## src/rtl/multi_adder_acc_pkg.sv

```systemverilog
// Shared sizing and saturating-add helpers for the multi-operand adder.
// Helpers operate on a fixed wide word; callers slice out their own width.
package multi_adder_acc_pkg;

    localparam int MAXW = 64;

    typedef struct packed {
        logic [MAXW-1:0] val;
        logic            ovf;
    } sat_res_t;

    function automatic int calc_sw(input int w, input int n);
        return w + $clog2(n) + 1;
    endfunction

    // Adds in ow+1 bits; on overflow clamps to 2^ow-1 or wraps mod 2^ow.
    function automatic sat_res_t sat_add(
        input logic [MAXW-1:0] a,
        input logic [MAXW-1:0] b,
        input int              ow,
        input bit              sat
    );
        sat_res_t        res;
        logic [MAXW:0]   r;
        logic [MAXW:0]   lim;
        r       = {1'b0, a} + {1'b0, b};
        lim     = (MAXW+1)'(1) << ow;
        res.ovf = (r >= lim);
        if (res.ovf) begin
            res.val = sat ? MAXW'(lim - 1'b1) : MAXW'(r - lim);
        end else begin
            res.val = MAXW'(r);
        end
        return res;
    endfunction

endpackage

```

## src/rtl/multi_adder_acc_adder_tree.sv

```systemverilog
// Combinational N-operand plus carry-in adder, result in SW bits.
// Width is chosen so the sum can never overflow.
module adder_tree
    import multi_adder_acc_pkg::*;
#(
    parameter int W  = 8,
    parameter int N  = 4,
    parameter int SW = calc_sw(W, N)
) (
    input  logic [N*W-1:0] ins,
    input  logic           cin,
    output logic [SW-1:0]  bsum
);

    always_comb begin
        bsum = SW'(cin);
        for (int k = 0; k < N; k++) begin
            bsum = bsum + SW'(ins[k*W +: W]);
        end
    end

endmodule

```

## src/rtl/multi_adder_acc.sv

```systemverilog
// Two-stage pipelined N-operand adder with running accumulate,
// wrap/saturate overflow handling and valid/ready flow control.
module multi_adder_acc
    import multi_adder_acc_pkg::*;
#(
    parameter int W   = 8,
    parameter int N   = 4,
    parameter int OW  = 16,
    parameter int SAT = 1
) (
    input  logic           clk,
    input  logic           rst_n,
    input  logic           in_valid,
    output logic           in_ready,
    input  logic [N*W-1:0] ins,
    input  logic           cin,
    input  logic           acc,
    output logic           out_valid,
    input  logic           out_ready,
    output logic [OW-1:0]  sum,
    output logic           sum_zero,
    output logic           ovf
);

    localparam int SW = calc_sw(W, N);

    logic [SW-1:0] bsum;
    logic [SW-1:0] s1_bsum;
    logic          s1_acc;
    logic          s1_valid;
    logic [OW-1:0] acc_reg;
    logic          s2_adv;
    logic [OW-1:0] base;
    logic [OW-1:0] new_sum;
    sat_res_t      res;
    logic          unused_hi;

    adder_tree #(
        .W  (W),
        .N  (N),
        .SW (SW)
    ) u_tree (
        .ins  (ins),
        .cin  (cin),
        .bsum (bsum)
    );

    assign s2_adv   = s1_valid & (~out_valid | out_ready);
    assign in_ready = ~s1_valid | s2_adv;

    always_comb begin
        base      = s1_acc ? acc_reg : '0;
        res       = sat_add(MAXW'(base), MAXW'(s1_bsum), OW, SAT != 0);
        new_sum   = res.val[OW-1:0];
        unused_hi = ^res.val[MAXW-1:OW];
    end

    always_ff @(posedge clk or negedge rst_n) begin
        if (!rst_n) begin
            s1_valid <= 1'b0;
            s1_bsum  <= '0;
            s1_acc   <= 1'b0;
        end else if (in_ready) begin
            s1_valid <= in_valid;
            if (in_valid) begin
                s1_bsum <= bsum;
                s1_acc  <= acc;
            end
        end
    end

    // acc_reg tracks S2 loads only; an output handshake leaves it alone.
    always_ff @(posedge clk or negedge rst_n) begin
        if (!rst_n) begin
            out_valid <= 1'b0;
            sum       <= '0;
            sum_zero  <= 1'b0;
            ovf       <= 1'b0;
            acc_reg   <= '0;
        end else if (s2_adv) begin
            out_valid <= 1'b1;
            sum       <= new_sum;
            sum_zero  <= (new_sum == '0);
            ovf       <= res.ovf;
            acc_reg   <= new_sum;
        end else if (out_ready) begin
            out_valid <= 1'b0;
        end
    end

endmodule

```

## config.mk

```make
export PLATFORM = sky130hd
export DESIGN_NAME = multi_adder_acc
export DESIGN_NICKNAME = d
export VERILOG_FILES = /design/src/rtl/multi_adder_acc_pkg.sv /design/src/rtl/multi_adder_acc_adder_tree.sv /design/src/rtl/multi_adder_acc.sv
export SDC_FILE = /design/constraint.sdc
export NUM_CORES = 1
export LEC_CHECK = 0
export ABC_CLOCK_PERIOD_IN_PS = 3100
export CAP_MARGIN = 0
export CORE_ASPECT_RATIO = 1.5
export CORE_MARGIN = 2
export CORE_UTILIZATION = 49
export CTS_BUF_LIST = sky130_fd_sc_hd__clkbuf_4 sky130_fd_sc_hd__clkbuf_8
export DETAILED_ROUTE_END_ITERATION = 8
export PLACE_DENSITY = 0.79
export SLEW_MARGIN = 30
export SYNTH_ARGS = -nofsm -noshare
export SYNTH_HDL_FRONTEND = slang
export SYNTH_SLANG_ARGS = --single-unit
```

## constraint.sdc

```tcl
create_clock -name clk -period 3.1 [get_ports clk]
set_input_delay 0.465 -clock clk [delete_from_list [all_inputs] [get_ports clk]]
set_output_delay 0.465 -clock clk [all_outputs]
set_load 0.05 [all_outputs]
```

==> run summary, run 1 <==
Core area: 6040 µm²
WL/cell: 14.1 µm
Sw Share: 0.471
Max Cap Viol: 0
Synth Net Count: 426
FF-to-FF path depth: 10
Detail Route Antenna Nets: 0
Share of total power in combinational logic: 0.682
Hold depth: 2
Hold WS: 487 ps
Root buf cell: clkbuf_8
Synth area leader: dfrtp_1
Clock network power share: 0.107
Sequential area share after synthesis: 0.266
Clk slew on worst S/H paths: 70 ps
Hold Path End: sum[7]
Worst min-delay path class: flop to flop
CTS sink cnt: 32
Highest clock rate: 289 MHz
Status: finished with violations
Post-synth EDFFs: 0
Cells after Synth: 348
CP arrival: 3620 ps
Die height: 100 µm
First-pass GRT wire length: 11.7 mm
Number of remaining DRC errors: 0
Largest family of logic cells by synthesized area: adder cells
DIE WIDTH: 68.0 µm
Final min period: 3460 ps
CTS H-tree depth: 2
Ant. Diodes: 0
Average size of a mapped cell: 8.64 µm²
Fillers: 499
Setup clock skew after layout: 9.20 ps
Flops & latches, synth: 32
GRT Total Usage: 0.218
Yosys top cell area share: 0.266
Port bufs: 57
Area contributors post-synth: dfrtp_1 (27%), fa_1 (11%), ha_1 (9.6%), inv_1 (4.5%), nor2_1 (3.9%)
Worst hold path startpoint: sum[7]
Io pins: 58
Total number of vias: 2798
Synth Area in Adders: 0.209
Setup slack, reg-to-reg: 20 ps
Simple-Gate Fraction of Synth Area: 0.202
WL final: 7.04 mm
Failing checks: negative setup slack
CTS max path bufs: 2
Synth Area in XOR/XNOR: 0.0553
Number of buffers created by CTS: 5
Avg Vias per Cell: 5.58
Worst-margin pin slew: 562 ps
Initial cell density of the core: 0.498
Final Net Count: 504
Cell Area, Synth: 3010 µm²
Ys Warns: 0
Post-route cell area: 4020 µm²
Asr flop ratio synth: 1.00
Worst r2r src: s1_acc
Critical path peak fanout: 2
Area Overhead vs Synth: 33.8%
Grt ovf: 0
Slew Limit Headroom: 0.626
Final Cycle Share: 1.12
CP Capture Type: flop
Power per cell area: 811 nW/µm²
HPWL Detailed: 5.62 mm
Post-synthesis compound-gate area fraction: 0.181
RSZ-0062 raised after global routing: yes
Final Hold Viols: 0
Cell Rows: 35
GP Congestion: 0.921
P_sw: 1.54 mW
Startpoint Class: primary input
Initial antenna violation count: 0
DR iter-0 viols: 178
Internal Power: 1.73 mW
DIE AREA: 6790 µm²
Fraction of layout instances using a drive strength above 1: 0.155
Cell area after placement: 3830 µm²
Vias in the first global route: 2793
Synth unique cells: 51
CTS tree: done
Largest net degree at the start of global routing: 33
Type of the worst setup path: primary input to flop
Max Slew Vio Count: 0
Leak: 1.83 nW
WP data required: 3260 ps
Multiplexer share of the synthesized area: 0.0270
Sequential share of power: 0.211
Reg2Reg Capture Point: sum_zero
Peak supply drop: 0.000344 V
Setup ws final: -357 ps
Ys flop type: dfrtp_1
Clk_lat worst skew: 280 ps
Final Setup Violations: 6
DR pass1 iterations: 4
-- what timing repair did --
item,CTS,global route
buffers inserted,3,2
endpoints found under the setup margin,9,7
pin swaps,18,11
hold buffers,0,0
gates resized for setup,23,6
-- cells in the mapped netlist (2+ instances only) --
cell,instances
nor3b_1,3
mux2_2,5
nor3_1,8
and3_1,4
xnor2_1,10
dfrtp_1,32
inv_1,36
nor2_1,31
and2_1,15
o21a_1,3
a311oi_1,2
xor2_1,9
o211ai_1,2
a211oi_1,5
or4_1,3
nand2b_1,4
o21ai_0,20
ha_1,23
nand3_1,12
nand2_1,28
a31oi_1,6
or3_1,3
a21o_1,6
a21oi_1,22
clkbuf_1,11
nor2b_1,3
or4b_2,2
fa_1,17
-- stage by stage --
stage / setup WS [ps] / util / power, mW / TNS, ps / cells
2_1_floorplan: -399 / - / 2.18 / -1560 / 348
3_3_place_gp: -945 / 0.634 / 2.73 / -5890 / 488
3_5_place_dp: -1050 / 0.634 / 2.80 / -6700 / 488
4_1_cts: -386 / 0.660 / 3.19 / -1510 / 499
5_1_grt: -463 / 0.666 / 3.50 / -2210 / 501
6_report: -357 / 0.666 / 3.26 / -1420 / 501
-- worst max-delay path by stage --
stage           start         end  slack (ps)
2_1_floorplan  ins[0]  s1_bsum[9]        -400
3_3_place_gp   ins[0]  s1_bsum[9]        -940
3_5_place_dp   ins[0]  s1_bsum[8]       -1050
4_1_cts           cin  s1_bsum[8]        -390
5_1_grt           cin  s1_bsum[9]        -460
6_report          cin  s1_bsum[9]        -360
-- state kept, by name (all words and copies together), names as in the netlist --
signal     cells
s1_valid       1
s1_bsum       11
sum_zero       1
ovf            1
s1_acc         1
out_valid      1
sum           16
-- power by group through the flow --
| stage | registers, mW | clock network [mW] | logic (mW) |
|---|---|---|---|
| 2_1_floorplan | 0.936 | 0 | 1.25 |
| 3_3_place_gp | 0.685 | 0 | 2.05 |
| 3_5_place_dp | 0.692 | 0 | 2.11 |
| 4_1_cts | 0.687 | 0.355 | 2.15 |
| 5_1_grt | 0.705 | 0.366 | 2.43 |
| 6_report | 0.688 | 0.349 | 2.23 |
-- layout by cell type, fill, tap and decap left out, drive strengths merged, types with 4 or more instances in the layout --
| cell type | synthesis | routed |
|---|---|---|
| mux2 | 6 | 6 |
| and2 | 15 | 15 |
| xnor2 | 10 | 10 |
| a31oi | 6 | 6 |
| inv | 36 | 36 |
| nor3 | 8 | 8 |
| clkbuf | 11 | 8 |
| a21o | 6 | 6 |
| nand3 | 12 | 12 |
| ha | 23 | 23 |
| fa | 17 | 17 |
| nand2b | 4 | 4 |
| clkdlybuf4s50 | 0 | 51 |
| nand2 | 28 | 28 |
| xor2 | 9 | 9 |
| o21ai | 21 | 21 |
| nor2 | 31 | 31 |
| buf | 1 | 28 |
| a21oi | 22 | 22 |
| a211oi | 6 | 6 |
| dfrtp | 32 | 32 |
| and3 | 4 | 4 |
-- metal layers --
metal	vias up	routed length (µm)	global-route usage
met5	-	0	0
met4	0	201	0.0723
met3	17	230	0.0247
met2	85	3970	0.414
met1	1340	2640	0.239
li1	1356	-	-
-- critical path, cell delays in order --
cell     delay (ps)
buf_6           100
ha_4            160
ha_4            210
fa_1            500
inv_1            50
fa_1            490
inv_2            50
ha_4            160
fa_2            380
a21o_1          160
a21o_1          190
a21o_1          160
a21o_1          180
a21oi_2         150
or4b_4          140
nand3_2          60
-- cells by family after synthesis --
group,count (synthesis)
AND/OR/NAND/NOR,121
AO/OA/AOI/OAI,81
buffers and inverters,48
adder cells (fa/ha/maj),40
flip-flops,32
XOR/XNOR,19
multiplexers,7
-- final cells by class --
type,count,area (µm²),share of cell area
clock buffers,8,97.6,0.0243
inverters,36,135,0.0336
flip-flops and latches,32,801,0.199
well taps,74,92.6,0.0230
repair buffers,83,769,0.191
multi-input cells,268,2130,0.529
Note: power is estimated with default switching activity, not from simulation.
==> run 2: changes to the inputs <==
--- a/config.mk
+++ b/config.mk
@@ -9,10 +9,10 @@
 export CAP_MARGIN = 0
 export CORE_ASPECT_RATIO = 1.5
 export CORE_MARGIN = 2
-export CORE_UTILIZATION = 49
-export CTS_BUF_LIST = sky130_fd_sc_hd__clkbuf_4 sky130_fd_sc_hd__clkbuf_8
+export CORE_UTILIZATION = 48
+export CTS_BUF_LIST = sky130_fd_sc_hd__clkbuf_16
 export DETAILED_ROUTE_END_ITERATION = 8
-export PLACE_DENSITY = 0.79
+export PLACE_DENSITY = 0.78
 export SLEW_MARGIN = 30
 export SYNTH_ARGS = -nofsm -noshare
 export SYNTH_HDL_FRONTEND = slang
==> run summary, run 2 (synthesis results as in run 1) <==
Status: finished with violations
Failing checks: negative setup slack
DR pass1 iterations: 4 (unchanged)
First-pass GRT wire length: 12.6 mm (+8.0%)
Final Net Count: 505 (+0.20%)
Final Setup Violations: 5 (-1)
WL final: 7.11 mm (+0.94%)
Hold depth: 2 (unchanged)
Clk_lat worst skew: 280 ps (about the same)
Storage cell area: 801 µm² (unchanged)
DR iter-0 viols: 270 (+52%)
Pre-CTS WS: -1040 ps (+4.28 ps)
Root buf cell: clkbuf_16
Die height: 101 µm (+1.0%)
Final min period: 3420 ps (-33.4 ps)
Power per cell area: 852 nW/µm² (+5.0%)
Hold Path End: ovf
Non-Filler Instances: 502 (+0.20%)
CTS H-tree depth: 2 (unchanged)
Final Total Pwr: 3.47 mW (+6.4%)
CP Capture Type: flop
Io pins: 58 (unchanged)
Max Slew Vio Count: 0 (unchanged)
CP arrival: 3640 ps (+20 ps)
Setup ws final: -324 ps (+33.4 ps)
Cell Rows: 35 (unchanged)
Startpoint Class: primary input
Vias in the first global route: 2901 (+3.9%)
Fillers: 515 (+3.2%)
FF-to-FF path depth: 10 (unchanged)
Max Cap Viol: 0 (unchanged)
Type of the worst setup path: primary input to flop
Finished Core Util: 0.670 (+0.00405)
DIE WIDTH: 68.6 µm (+0.98%)
Worst min-delay path class: flop to flop
Most frequent cells in the layout: clkdlybuf4s50_1 (50), inv_1 (33), dfrtp_1 (32)
Final Hold Viols: 0 (unchanged)
Clk slew on worst S/H paths: 50 ps (-20 ps)
Largest net degree at the start of global routing: 33 (unchanged)
Highest clock rate: 292 MHz (+0.98%)
Number of remaining DRC errors: 0 (unchanged)
Hold bufs inserted after CTS: 0 (unchanged)
GRT Max-Usage Layer: met2
Met1 Use GR: 0.275 (+0.0357)
Largest regs: sum: 16 flops, s1_bsum: 11 flops
CP Launch Point: ins[2]
Area Overhead vs Synth: 35.6%
CTS tree: done
Setup clock skew after layout: 5.93 ps (-3.27 ps)
Ant. Diodes: 0 (unchanged)
Area of the multi-input gates: 2110 µm² (-0.65%)
Placed cell count: 491 (+0.61%)
Total number of vias: 2813 (+0.54%)
GP Congestion: 0.899 (-2.3%)
CTS sink cnt: 32 (unchanged)
Register name with the most flops: sum
Worst r2r src: s1_acc
Setup slack, reg-to-reg: -70 ps (-90 ps)
Number of buffers created by CTS: 5 (unchanged)
Met2 GRT Util: 0.420 (+0.00563)
Peak supply drop: 0.000376 V (+9.4%)
Fraction of layout instances using a drive strength above 1: 0.145 (-0.00971)
Avg Vias per Cell: 5.60 (+0.34%)
Grt ovf: 0 (unchanged)
Final Cycle Share: 1.10 (-0.0108)
Number of flip-flops in the largest register: 16 (unchanged)
Critical path peak fanout: 4 (+2)
Reg2Reg Capture Point: sum_zero
RSZ-0062 raised after global routing: yes
Initial antenna violation count: 0 (unchanged)
GRT Total Usage: 0.235 (+0.0174)
Met3 usage: 0.0201 (-0.00455)
Leak: 1.86 nW (+1.6%)
Port bufs: 57 (unchanged)
HPWL Detailed: 5.66 mm (+0.71%)
Worst hold path startpoint: ovf
Slew Limit Headroom: 0.565 (-0.0609)
Core area: 6090 µm² (+0.72%)
WL/cell: 14.2 µm (+0.74%)
WP data required: 3310 ps (+50 ps)
CTS max path bufs: 2 (unchanged)
Worst-margin pin slew: 653 ps (+91.4 ps)
DIE AREA: 6930 µm² (+2.0%)
Most common cell after layout, fill and taps aside: clkdlybuf4s50_1
Initial cell density of the core: 0.494 (-0.00358)
Detail Route Antenna Nets: 0 (unchanged)
## run 2: cell types whose count changed in the layout (fill, tap and decap cells not counted), moves of 2 or more
| cell | before | now |
|---|---|---|
| buf_4 | 25 | 27 |
| clkbuf_16 | 0 | 5 |
| clkinv_1 | 0 | 2 |
| clkbuf_8 | 6 | 0 |
| clkbuf_4 | 2 | 0 |
## run 2: per-layer routing
layer	wire, µm	vias up
met5	0	-
met4	221	0
met1	2720	1343
met2	3920	97
li1	-	1354
met3	242	19
## run 2: through the flow
step	setup TNS [ps]	hold slack (ps)	area, µm²
global route	-2060	517	4080
global placement	-5950	468	3850
CTS	-1490	493	4060
floorplan	-1560	169	3050
detailed placement	-6570	477	3850
finish	-1010	484	4080
## run 2: worst max path at each step
stage	end	cells past startpoint	slack (ps)
3_3_place_gp	s1_bsum[9]	16	-960
6_report	s1_bsum[9]	15	-320
3_5_place_dp	s1_bsum[9]	16	-1040
4_1_cts	s1_bsum[9]	16	-470
5_1_grt	s1_bsum[9]	16	-420
2_1_floorplan	s1_bsum[9]	15	-400
## run 2: area by class of cell
cell class	instances	share of cell area
sequential	32	0.196
inverter	36	0.0331
tap	74	0.0227
timing repair buffer	84	0.189
multi-input combinational	268	0.519
clock buffer	5	0.0307
clock inverter	3	0.00921
## run 2: where the power goes
part | switching (mW) | internal, mW | leakage [nW] | total [mW]
combinational | 1.25 | 0.977 | 1.39 | 2.23
sequential | 0.124 | 0.565 | 0.389 | 0.690
clock | 0.181 | 0.373 | 0.0789 | 0.555
## run 2: repair_timing
action,in CTS,in global routing
setup endpoints to repair,10,15
pin swaps,15,12
setup buffers,3,2
gates resized for setup,26,1
gates cloned,0,0
## run 2: critical path, stage by stage
cell	delay (ps)
dlygate4sd2_1	280
nand3_2	130
xnor2_1	150
fa_1	480
inv_1	50
fa_1	490
inv_1	40
ha_1	330
a21o_1	150
a21o_1	130
a21o_1	130
a21o_1	150
a21oi_2	70
or4b_4	520
nand3_2	70
==> edit 1, RTL diff (settings of run 2) <==
Make the reset (`rst_n`) synchronous in 2 clocked blocks.
--- a/src/rtl/multi_adder_acc.sv
+++ b/src/rtl/multi_adder_acc.sv
@@ -55,7 +55,7 @@
         unused_hi = ^res.val[MAXW-1:OW];
     end
 
-    always_ff @(posedge clk or negedge rst_n) begin
+    always_ff @(posedge clk) begin
         if (!rst_n) begin
             s1_valid <= 1'b0;
             s1_bsum  <= '0;
@@ -70,7 +70,7 @@
     end
 
     // acc_reg tracks S2 loads only; an output handshake leaves it alone.
-    always_ff @(posedge clk or negedge rst_n) begin
+    always_ff @(posedge clk) begin
         if (!rst_n) begin
             out_valid <= 1'b0;
             sum       <= '0;
Formal check against the unedited RTL: differs if rst_n is asserted again (counterexample within 4 cycles, from zero or initial values and one cycle with rst_n low); with rst_n held inactive, the same outputs for 10 cycles.
==> edit 1 against run 2 <==
- synthesized area down 5.7%
- the run still ends with negative setup slack left
- first-iteration DRC count fell by 56%
- die area down 5.5%
- wire length rose by 1.6%
- critical path type unchanged
- highest routed layer unchanged
- critical endpoint is now s1_bsum[8]$_SDFFE_PN0P_
- sequential cell count did not move
- non-clock buffer count fell by 3
- design area shrank 3.1%
- worst setup slack improved by 0.019 ns
Power is not compared: it rests on default switching activity, and its combinational part moved more than twofold at a synthesized area within 25%.
==> edit 1: results (changes against run 2) <==
min_path:
  hold-path-endpoint: "sum_zero$_SDFFE_PN0P_"
  hp-class: "flop to flop"
  min_from: "sum_zero$_SDFFE_PN0P_"
  whs_path_depth: 2  # unchanged
synth:
  synthArstFlopShare_pct: 0  # -100 points
  synth_compound_area_share_pct: 24.1  # +6.0 points
  synth-xor-area-share_pct: 5.25  # -0.28 points
  synthAdderAreaFrac_pct: 22.2  # +1.3 points
  synthTopCellsByCount: "nand2_1, inv_1, dfxtp_1, a21oi_1, ha_1"
  synth.area.top_cells: "dfxtp_1, fa_1, ha_1"
  ys_seq_area_share_pct: 22.6  # -4.0 points
  synth_mux_area_share_pct: 0.397  # -2.3 points
  syn-num-nets: 424  # -0.47%
  synthFlopType: "dfxtp_1"
  ys_types: 50  # -2.0%
  ys_warn_count: 0  # unchanged
route:
  wl_met3_um: 213  # -12%
  met1Wirelength_mm: 2.71  # -0.55%
  via_per_inst: 5.50  # -1.9%
  wirelength_mm: 7.22  # +1.6%
  drt_iter0_markers: 120  # -56%
  met2WireLength_mm: 4.19  # +6.9%
grt:
  grt_pass1_wl_mm: 11.7  # -7.2%
  grt_usage_pct: 22.7  # -0.82 points
  grt_max_degree: 30  # -9.1%
  antenna_found_initial: 0  # unchanged
  grt_pass1_vias: 2677  # -7.7%
place:
  hpwlAfterDp_mm: 5.64  # -0.43%
  post-place-ws_ns: -0.870  # +0.174 ns
  globalplace.congestion: 0.919  # +2.2%
  io_buffer_count: 57  # unchanged
worst_setup_path:
  r2r_setup_slack_ns: 0.17  # +0.24 ns
  r2r_start: "s1_acc$_SDFFE_PN0P_"
  cp.arrival_ns: 3.62  # -0.02 ns
  worstReg2RegEnd: "sum_zero$_SDFFE_PN0P_"
  crit_path_start: "ins[0]"
  path_max_fanout: 2  # -2
timing:
  worst_slack_ns: -0.305  # +0.0188 ns
  setup-violations-final: 7  # +2
  worst_pin_slew_ns: 0.705  # +0.0518 ns
  finalClockSkew_ns: 0.00466  # -0.00127 ns
power_and_ir_drop:
  internal-power_mw: 1.30
cells_and_area:
  fillers: 480  # -6.8%
  drive_gt1_share_pct: 15.5  # +1.0 points
  nNetsFinal: 502  # -0.59%
outcome:
  violations: "negative setup slack"
  outcome: "complete, but fails checks"
-- edit 1: power groups by stage --
stage	logic [mW]	registers, mW	clock network, mW
3_5_place_dp	0.833	0.505	0
6_report	0.926	0.498	0.551
4_1_cts	0.871	0.498	0.555
5_1_grt	1.02	0.505	0.572
3_3_place_gp	0.805	0.503	0
2_1_floorplan	0.500	0.549	0
-- edit 1: layout make-up --
class | count | area [um2] | share of cell area (%)
sequential | 32 | 641 | 16.2
clock inverter | 3 | 37.5 | 0.950
multi-input combinational | 269 | 2170 | 54.9
timing repair buffer | 81 | 758 | 19.2
tap | 72 | 90.1 | 2.28
clock buffer | 5 | 125 | 3.17
inverter | 35 | 131 | 3.33
-- edit 1: per-layer routing --
metal  track usage, %  vias up
met5                0        -
li1                 -     1367
met2             44.1       76
met4             7.22        0
met1             24.5     1281
met3             2.30        8
-- edit 1: logic make-up (layout without fill, tap and decap cells) --
kind of cell,Yosys count,in the layout
compound gates,98,98
xor+xnor,17,17
fa+ha+maj,40,40
simple gates,113,113
flops,32,32
mux,1,1
buf+inv,45,124
-- edit 1: per-stage QoR --
stage          area [um2]  hold WS, ns  std cells  power [mW]  TNS [ns]
6_report             3950        0.462        497        1.97     -1.31
5_1_grt              3950        0.493        497        2.10     -2.53
4_1_cts              3870        0.464        492        1.92     -1.07
3_5_place_dp         3640        0.456        483        1.34     -6.01
3_3_place_gp         3640        0.452        483        1.31     -5.41
2_1_floorplan        2880        0.436        346        1.05    -0.783
-- edit 1: worst max path at each step --
stage / cells past startpoint / to / slack [ns]
CTS: 16 / s1_bsum[8]$_SDFFE_PN0P_ / -0.33
detailed placement: 16 / s1_bsum[8]$_SDFFE_PN0P_ / -0.87
global placement: 16 / s1_bsum[7]$_SDFFE_PN0P_ / -0.80
finish: 17 / s1_bsum[8]$_SDFFE_PN0P_ / -0.31
global route: 17 / s1_bsum[8]$_SDFFE_PN0P_ / -0.46
floorplan: 15 / s1_bsum[9]$_SDFFE_PN0P_ / -0.24
-- edit 1: worst max-delay path, stage by stage --
cell,delay [ns]
buf_6,0.10
ha_4,0.16
ha_4,0.16
xor2_2,0.14
fa_1,0.49
inv_2,0.04
fa_1,0.53
inv_2,0.05
buf_4,0.14
ha_4,0.25
a21o_1,0.12
a21oi_2,0.06
o21bai_1,0.16
a21oi_2,0.08
o21a_1,0.17
or4_1,0.41
nand3_1,0.09
-- edit 1: timing repair --
item / in CTS / in global routing
buffers inserted: 2 / 5
resized for setup: 22 / 9
pin swaps: 12 / 17
endpoints found under the setup margin: 9 / 8
==> edit 2, RTL diff (flow settings as in run 2) <==
Made on the original files. `W` is set to 8 in 2 places; all go to 12.
--- a/src/rtl/multi_adder_acc_adder_tree.sv
+++ b/src/rtl/multi_adder_acc_adder_tree.sv
@@ -3,7 +3,7 @@
 module adder_tree
     import multi_adder_acc_pkg::*;
 #(
-    parameter int W  = 8,
+    parameter int W  = 12,
     parameter int N  = 4,
     parameter int SW = calc_sw(W, N)
 ) (
--- a/src/rtl/multi_adder_acc.sv
+++ b/src/rtl/multi_adder_acc.sv
@@ -3,7 +3,7 @@
 module multi_adder_acc
     import multi_adder_acc_pkg::*;
 #(
-    parameter int W   = 8,
+    parameter int W   = 12,
     parameter int N   = 4,
     parameter int OW  = 16,
     parameter int SAT = 1
Interface: changed (resized ins); port bits go from 58 to 74. The function was not compared with the original's and may differ.
==> edit 2 against run 2 <==
- the run still ends with negative setup slack left
- synthesized area grew 21%
- worst setup slack got worse by 0.21 ns
- design area rose by 30%
- cell count increased by 25%
- utilization is 5.6 points higher
- sequential cell count is 4 higher
- total power rose by 31%
- via count rose by 20%
- sequential share of layout area shrank 2.6 points
- wire length rose by 33%
- critical endpoint is now s1_bsum[13]$_DFFE_PN0P_
- largest cell class unchanged
- largest power group unchanged
==> edit 2: results (changes against run 2) <==
synth:
  synth.area.top_cells: "dfrtp_1, fa_1, ha_1"
  synth_compound_area_share_pct: 17.1  # -0.98 points
  syn-num-nets: 523  # +23%
  ys_seq_area_share_pct: 24.7  # -1.9 points
  synth_mux_area_share_pct: 1.51  # -1.2 points
  synth_area_per_cell_um2: 8.82  # +2.0%
  synth-xor-area-share_pct: 6.49  # +0.96 points
  ys_types: 53  # +3.9%
  synthAdderAreaFrac_pct: 24.4  # +3.5 points
  synthTopCellsByCount: "inv_1, dfrtp_1, nand2_1, ha_1, nor2_1"
worst_setup_path:
  crit_family: "adder cells"
  path_max_fanout: 3  # -1
  crit_path_start: "cin"
  cp_slowest_cell: "fa_1"
  r2r_setup_slack_ns: 0.15  # +0.22 ns
  critPathCapture: "s1_bsum[13]$_DFFE_PN0P_"
  cp_slowest_stage_delay_ns: 0.49  # -0.03 ns
  cp.arrival_ns: 3.81  # +0.17 ns
floorplanning:
  initial_utilization_pct: 50.1  # +0.65 points
place:
  place_area_um2: 4780  # +24%
  dp_cells: 611  # +24%
  globalplace.congestion: 0.874  # -2.8%
  hpwlAfterDp_mm: 6.77  # +20%
  io_buffer_count: 73  # +28%
  post-place-ws_ns: -1.08  # -0.0322 ns
outcome:
  outcome: "complete, but fails checks"
  violations: "negative setup slack"
cells_and_area:
  largest_registers: "sum x16, s1_bsum x15"
  seq_area_um2: 901  # +13%
  fillers: 530  # +2.9%
  final_cell_count_no_fill: 630  # +25%
  drive_gt1_share_pct: 20.9  # +6.5 points
  nNetsFinal: 640  # +27%
route:
  first_pass_iters: 4  # unchanged
  drt_iter0_markers: 163  # -40%
  via_per_inst: 5.35  # -4.5%
timing:
  finalClockSkew_ns: 0.00400  # -0.00193 ns
  worst_pin_slew_ns: 0.750  # +0.0974 ns
  fin_setup_tns_ns: -3.01  # -2.00 ns
  hold-worst-slack_ns: 0.488  # +0.00424 ns
  setup-violations-final: 11  # +6
  worst_slack_ns: -0.531  # -0.207 ns
grt:
  grt_pass1_wl_mm: 15.4  # +22%
  grt_max_degree: 37  # +12%
  grt_pass1_vias: 3444  # +19%
clock_tree:
  htreeDepth: 2  # unchanged
min_path:
  min_from: "s1_bsum[5]$_DFFE_PN0P_"
  hold-path-endpoint: "s1_bsum[5]$_DFFE_PN0P_"
power_and_ir_drop:
  irDropWorstVdd_mv: 0.360  # -4.1%
-- edit 2: worst min-delay path, cell delays in order, from the launching register on --
cell and delay, ns:
dfrtp_1 0.35, nand2_1 0.05, o21ai_0 0.06
-- edit 2: cell type report --
type | instances | share of cell area (%)
tap | 100 | 2.37
clock buffer | 5 | 2.37
timing repair buffer | 118 | 20.8
clock inverter | 2 | 0.166
inverter | 57 | 4.05
sequential | 36 | 17.1
multi-input combinational | 312 | 53.2
-- edit 2: routing by layer --
metal | part of all wire, % | vias to the layer above | GRT usage, %
li1 | - | 1657 | -
met1 | 37 | 1617 | 27.0
met2 | 57 | 78 | 42.9
met3 | 2.6 | 21 | 2.73
met4 | 3.3 | 0 | 7.26
met5 | 0 | - | 0
-- edit 2: where the power goes --
group	internal, mW	switching, mW
registers	0.665	0.149
logic	1.49	1.79
clock network	0.288	0.184
-- edit 2: repair_timing --
action,in CTS,in global routing
resized for setup,55,11
pin swaps,36,21
cloned,0,0
setup buffers,9,3
setup endpoints to repair,12,12
